### config.mk
export PLATFORM = sky130hd
export DESIGN_NAME = reorder_buffer
export DESIGN_NICKNAME = d
export VERILOG_FILES = /design/src/rtl/rob_pkg.sv /design/src/rtl/reorder_buffer.sv
export SDC_FILE = /design/constraint.sdc
export NUM_CORES = 1
export LEC_CHECK = 0
export CAP_MARGIN = 30
export CORE_AREA = 5 5 150 180
export CTS_BUF_LIST = sky130_fd_sc_hd__clkbuf_16
export DETAILED_ROUTE_END_ITERATION = 8
export DIE_AREA = 0 0 155 185
export GPL_TIMING_DRIVEN = 0
export PLACE_DENSITY = 0.43
export SYNTH_ARGS = -nofsm -noshare
export SYNTH_HDL_FRONTEND = slang
export SYNTH_SLANG_ARGS = --single-unit
### constraint.sdc
create_clock -name clk -period 2.8 [get_ports clk]
set_input_delay 0.56 -clock clk [delete_from_list [all_inputs] [get_ports clk]]
set_output_delay 0.56 -clock clk [all_outputs]
set_load 0.01 [all_outputs]
### src/rtl/rob_pkg.sv
// Shared reorder-buffer types and default sizing; imported by the ROB and the issuer.
package rob_pkg;

    localparam int unsigned DEF_ROB_DEPTH = 8;
    localparam int unsigned DEF_DATA_W    = 8;
    localparam int unsigned DEF_AREG_W    = 4;

    typedef struct packed {
        logic                  valid;
        logic                  done;
        logic [DEF_AREG_W-1:0] dest;
        logic [DEF_DATA_W-1:0] val;
    } rob_entry_t;

endpackage

### src/rtl/reorder_buffer.sv
// Circular reorder buffer: in-order allocation, out-of-order completion via the CDB,
// in-order single-entry-per-cycle retirement.
module reorder_buffer
    import rob_pkg::*;
#(
    parameter int unsigned ROB_DEPTH = DEF_ROB_DEPTH,
    parameter int unsigned DATA_W    = DEF_DATA_W,
    parameter int unsigned AREG_W    = DEF_AREG_W,
    localparam int unsigned PTR_W    = $clog2(ROB_DEPTH),
    localparam int unsigned CNT_W    = PTR_W + 1
) (
    input  logic              clk,
    input  logic              rst,
    input  logic              alloc_valid,
    input  logic [AREG_W-1:0] alloc_dest,
    output logic              alloc_ready,
    output logic [PTR_W-1:0]  alloc_robid,
    input  logic              cdbtransmit,
    input  logic [PTR_W-1:0]  cdbid,
    input  logic [DATA_W-1:0] cdbval,
    input  logic              flush,
    output logic              commit_valid,
    output logic [AREG_W-1:0] commit_dest,
    output logic [DATA_W-1:0] commit_val,
    output logic [PTR_W-1:0]  commit_robid,
    output logic [CNT_W-1:0]  count
);

    // Same layout as rob_entry_t, but sized by this instance's parameters.
    typedef struct packed {
        logic              valid;
        logic              done;
        logic [AREG_W-1:0] dest;
        logic [DATA_W-1:0] val;
    } entry_t;

    entry_t            entries_q [ROB_DEPTH];
    entry_t            entries_d [ROB_DEPTH];
    logic [PTR_W-1:0]  head_q, head_d;
    logic [PTR_W-1:0]  tail_q, tail_d;
    logic [CNT_W-1:0]  count_q, count_d;
    logic              commit_valid_q, commit_valid_d;
    logic [AREG_W-1:0] commit_dest_q, commit_dest_d;
    logic [DATA_W-1:0] commit_val_q, commit_val_d;
    logic [PTR_W-1:0]  commit_robid_q, commit_robid_d;
    logic              alloc_fire;
    logic              commit_fire;

    assign alloc_ready = (count_q < CNT_W'(ROB_DEPTH)) && !flush;
    assign alloc_robid = tail_q;
    assign alloc_fire  = alloc_valid && alloc_ready;
    assign commit_fire = !flush && entries_q[head_q].valid && entries_q[head_q].done;

    always_comb begin
        entries_d      = entries_q;
        head_d         = head_q;
        tail_d         = tail_q;
        count_d        = count_q;
        commit_valid_d = 1'b0;
        commit_dest_d  = commit_dest_q;
        commit_val_d   = commit_val_q;
        commit_robid_d = commit_robid_q;

        if (flush) begin
            for (int unsigned i = 0; i < ROB_DEPTH; i++) begin
                entries_d[i].valid = 1'b0;
                entries_d[i].done  = 1'b0;
            end
            head_d  = '0;
            tail_d  = '0;
            count_d = '0;
        end else begin
            // Registered valid gates completion, so a same-cycle alloc of cdbid is ignored.
            if (cdbtransmit && entries_q[cdbid].valid) begin
                entries_d[cdbid].done = 1'b1;
                entries_d[cdbid].val  = cdbval;
            end
            if (commit_fire) begin
                commit_valid_d          = 1'b1;
                commit_dest_d           = entries_q[head_q].dest;
                commit_val_d            = entries_q[head_q].val;
                commit_robid_d          = head_q;
                entries_d[head_q].valid = 1'b0;
                entries_d[head_q].done  = 1'b0;
                head_d                  = head_q + 1'b1;
            end
            if (alloc_fire) begin
                entries_d[tail_q] = '{valid: 1'b1, done: 1'b0, dest: alloc_dest, val: '0};
                tail_d            = tail_q + 1'b1;
            end
            unique case ({alloc_fire, commit_fire})
                2'b10:   count_d = count_q + 1'b1;
                2'b01:   count_d = count_q - 1'b1;
                default: count_d = count_q;
            endcase
        end
    end

    always_ff @(posedge clk) begin
        if (rst) begin
            for (int unsigned i = 0; i < ROB_DEPTH; i++) begin
                entries_q[i] <= '0;
            end
            head_q         <= '0;
            tail_q         <= '0;
            count_q        <= '0;
            commit_valid_q <= 1'b0;
            commit_dest_q  <= '0;
            commit_val_q   <= '0;
            commit_robid_q <= '0;
        end else begin
            entries_q      <= entries_d;
            head_q         <= head_d;
            tail_q         <= tail_d;
            count_q        <= count_d;
            commit_valid_q <= commit_valid_d;
            commit_dest_q  <= commit_dest_d;
            commit_val_q   <= commit_val_d;
            commit_robid_q <= commit_robid_d;
        end
    end

    assign commit_valid = commit_valid_q;
    assign commit_dest  = commit_dest_q;
    assign commit_val   = commit_val_q;
    assign commit_robid = commit_robid_q;
    assign count        = count_q;

endmodule

==> results.tsv <==
stage	metric	value	unit
global_route	grt_pass1_vias	5163	
yosys	synthAdderAreaFrac	1.016	%
global_route	grt_max_degree	17	
pwr	fin_total_pwr	4.535	mW
clock_network	cts_htree_levels	4	
floorplan	num_rows	64	
route	wl_per_cell	19.30	µm
clock_network	clockRootBuffer	clkbuf_16	
timing	drv_slew	0	
critical_path	path_depth	11	
yosys	synthesis.nets	690	
final_layout	multi_input_comb_area	3172	µm²
final_layout	area_growth	23.86	%
global_route	grt_overflow	0	
yosys	yosysMostFrequentCell	dfxtp_1	
yosys	synth_top_area_cell	dfxtp_1	
critical_path	critPathKind	reg2reg	
placed_design	place_hpwl	14.50	mm
timing	fmax	368.4	MHz
floorplan	dieHeight	185	µm
critical_path	worstPathArrival	3090	ps
yosys	synthTopCellsByCount	dfxtp_1 (138), nor2_1 (111), nand2_1 (82), a22oi_1 (64), a21oi_1 (46)	
clock_network	cts.sinks	138	
yosys	syn_inst	665	
route	drc_errors	0	
yosys	yosysWarnings	0	
final_layout	num_antenna_cells	0	
yosys	synth_edf_count	0	
clock_network	path_clk_slew	70	ps
critical_path	r2r_cells	11	
floorplan	ios	44	
yosys	synth.area.top_cells	dfxtp_1 (45%), a22oi_1 (7.8%), mux4_2 (7.0%), nor2_1 (6.8%), nand2_1 (5.0%)	
critical_path	required	3170	ps
critical_path	worst_path_max_delay_cell	mux4_2	
final_layout	seqCellArea	2765	µm²
route	ant_nets	0	
final_layout	drive_above_1_share	14.29	%
yosys	synth_compound_area_share	19.55	%
clock_network	clock_latency	430	ps
yosys	synth.area.mux_share	11.61	%
floorplan	start_util	24.40	%
pwr	p_leak	2.474	nW
clock_network	cts_made_buffers	17	
clock_network	cts_tree	done	
global_route	grtUsageTotal	14.69	%
critical_path	path_delay_family	simple AND/OR/NAND/NOR gates	
placed_design	placed_cell_area	6945	µm²
final_layout	final_util	30.23	%
critical_path	path_cells	buf_8, mux4_2, and2_4, o22a_4, ha_4, xor2_1, ha_2, a21oi_2, xor2_1, or3_1, a21oi_2	
run_status	outcome	completed	
pwr	p_per_area	594.7	nW/µm²
hold_path	min_from	entries_q[66]	
yosys	synth_top_area_share	44.88	%
hold_path	holdPathEnd	entries_q[66]	
clock_network	ctsHoldBuffers	0	
yosys	ys_async_sr_fraction	0	%
critical_path	path_buf_inv	1	
critical_path	timing.rr.start	head_q[0]	
pwr	vdd_drop_max	0.0002579	V
timing	final-setup-viol-count	0	
clock_network	cts_buffer_depth	2	
global_route	grt_first_pass_wirelength	31.86	mm
timing	worst_slew_pin_slew	950.7	ps
hold_path	hold_depth	2	
placed_design	gp_congestion	0.7894	
timing	finalHoldViolations	0	
yosys	synth_simple_gate_area_share	17.70	%
final_layout	design_area	7625	µm²
yosys	synth_seq_cells	138	
floorplan	die_w	155	µm
critical_path	startpoint_type	flip-flop	
hold_path	hp-class	reg2reg	
route	drt-pass1-iter-count	5	
yosys	synth_top_family_by_area	compound AO/OA/AOI/OAI gates	
final_layout	nets	747	
placed_design	port_buffers	36	
route	wl	20.55	mm
timing	setup_tns	0	ps
critical_path	crit_path_max_incr_delay	510	ps
critical_path	reg2reg_slack	90	ps
global_route	antenna_found_initial	0	
yosys	synth_xor_area_share	0.8537	%
timing	finClkSkew	13.33	ps
critical_path	crit_fanout	5	
floorplan	die_area	28680	µm²
placed_design	post-place-ws	-1155	ps
route	vias_per_cell	4.837	
timing	rsz0062_at_grt	yes	
yosys	synth_seq_area_share	44.88	%
yosys	synth_area_per_cell	9.257	µm²
timing	layout_setup_ws	85.45	ps
yosys	netlist_area	6156	µm²
final_layout	fin_cells	1065	
critical_path	timing.rr.end	count[2]	
critical_path	end_kind	flip-flop	
yosys	ys_types	50	
route	drt_iter0_markers	362	
timing	whs	452.8	ps
floorplan	core-area	25220	µm²
final_layout	fillers	2695	
timing	slew_headroom	36.62	%
route	vias	5151	
flow_run	drv_cap	0	
placed_design	placedCellCount	1031	
yosys	synthFlopType	dfxtp_1	
timing	finalCriticalPeriod	2715	ps
timing	period_share	96.95	%
## state kept, by name, summed over array words and instances (netlist names)
register      count
entries_q       112
commit_val        8
commit_dest       4
count             4
alloc_robid       3
commit_robid      3
head_q            3
commit_valid      1
## worst max-delay path by stage
stage | start | endpoint
global route | head_q[0] | count[2]
finish | head_q[0] | count[2]
detailed placement | flush | count[2]
floorplan | head_q[0] | count[3]
CTS | head_q[0] | count[2]
global placement | flush | count[2]
## worst register-to-register path, cell delays in order, from the launching register on
cell     delay [ps]
dfxtp_2         350
buf_8           120
mux4_2          510
and2_4          190
o22a_4          280
ha_4            190
xor2_1          130
ha_2            190
a21oi_2          30
xor2_1          170
or3_1           380
a21oi_2         110
## logic make-up after synthesis
family | after synthesis
AND/OR/NAND/NOR | 246
buffers and inverters | 59
multiplexers | 47
XOR/XNOR | 6
adder cells (fa/ha/maj) | 5
flip-flops | 138
AO/OA/AOI/OAI | 164
## power by group
part	switching, mW	internal, mW
registers	0.00407	1.97
logic	0.121	0.0510
clock network	0.971	1.42
total	1.10	3.44
## cells in the final DEF, fill, tap and decap left out, types with 8 or more instances in the layout
master,count
dfxtp_1,136
nor2_1,110
nand2_1,81
a22oi_1,64
a21oi_1,44
clkdlybuf4s50_1,35
clkbuf_1,26
mux2i_1,23
mux4_2,19
clkbuf_16,17
nor2b_1,11
buf_1,10
o21ai_0,10
a211oi_2,10
inv_1,9
a21o_1,8
## per-layer routing
layer / GRT usage (%) / up-vias / part of all wire, %
met5: 0 / - / 0
met4: 5.230 / 0 / 2.0
met3: 2.758 / 20 / 3.6
met2: 24.68 / 113 / 49
met1: 18.89 / 2531 / 45
li1: - / 2487 / -
## layout make-up
cell class | instances | share of cell area (%)
clock buffer | 17 | 5.579
timing repair buffer | 40 | 5.103
inverter | 9 | 0.4431
multi-input combinational | 468 | 41.60
sequential | 138 | 36.27
buffer | 48 | 3.085
clock inverter | 15 | 2.511
tap | 330 | 5.415
## repair_timing
item                       in CTS  in global routing
resized for setup              16                  4
cloned                          0                  0
pin swaps                       1                  4
setup endpoints to repair       5                  2
buffers inserted                3                  1
Note: power is estimated with default switching activity, not from simulation.
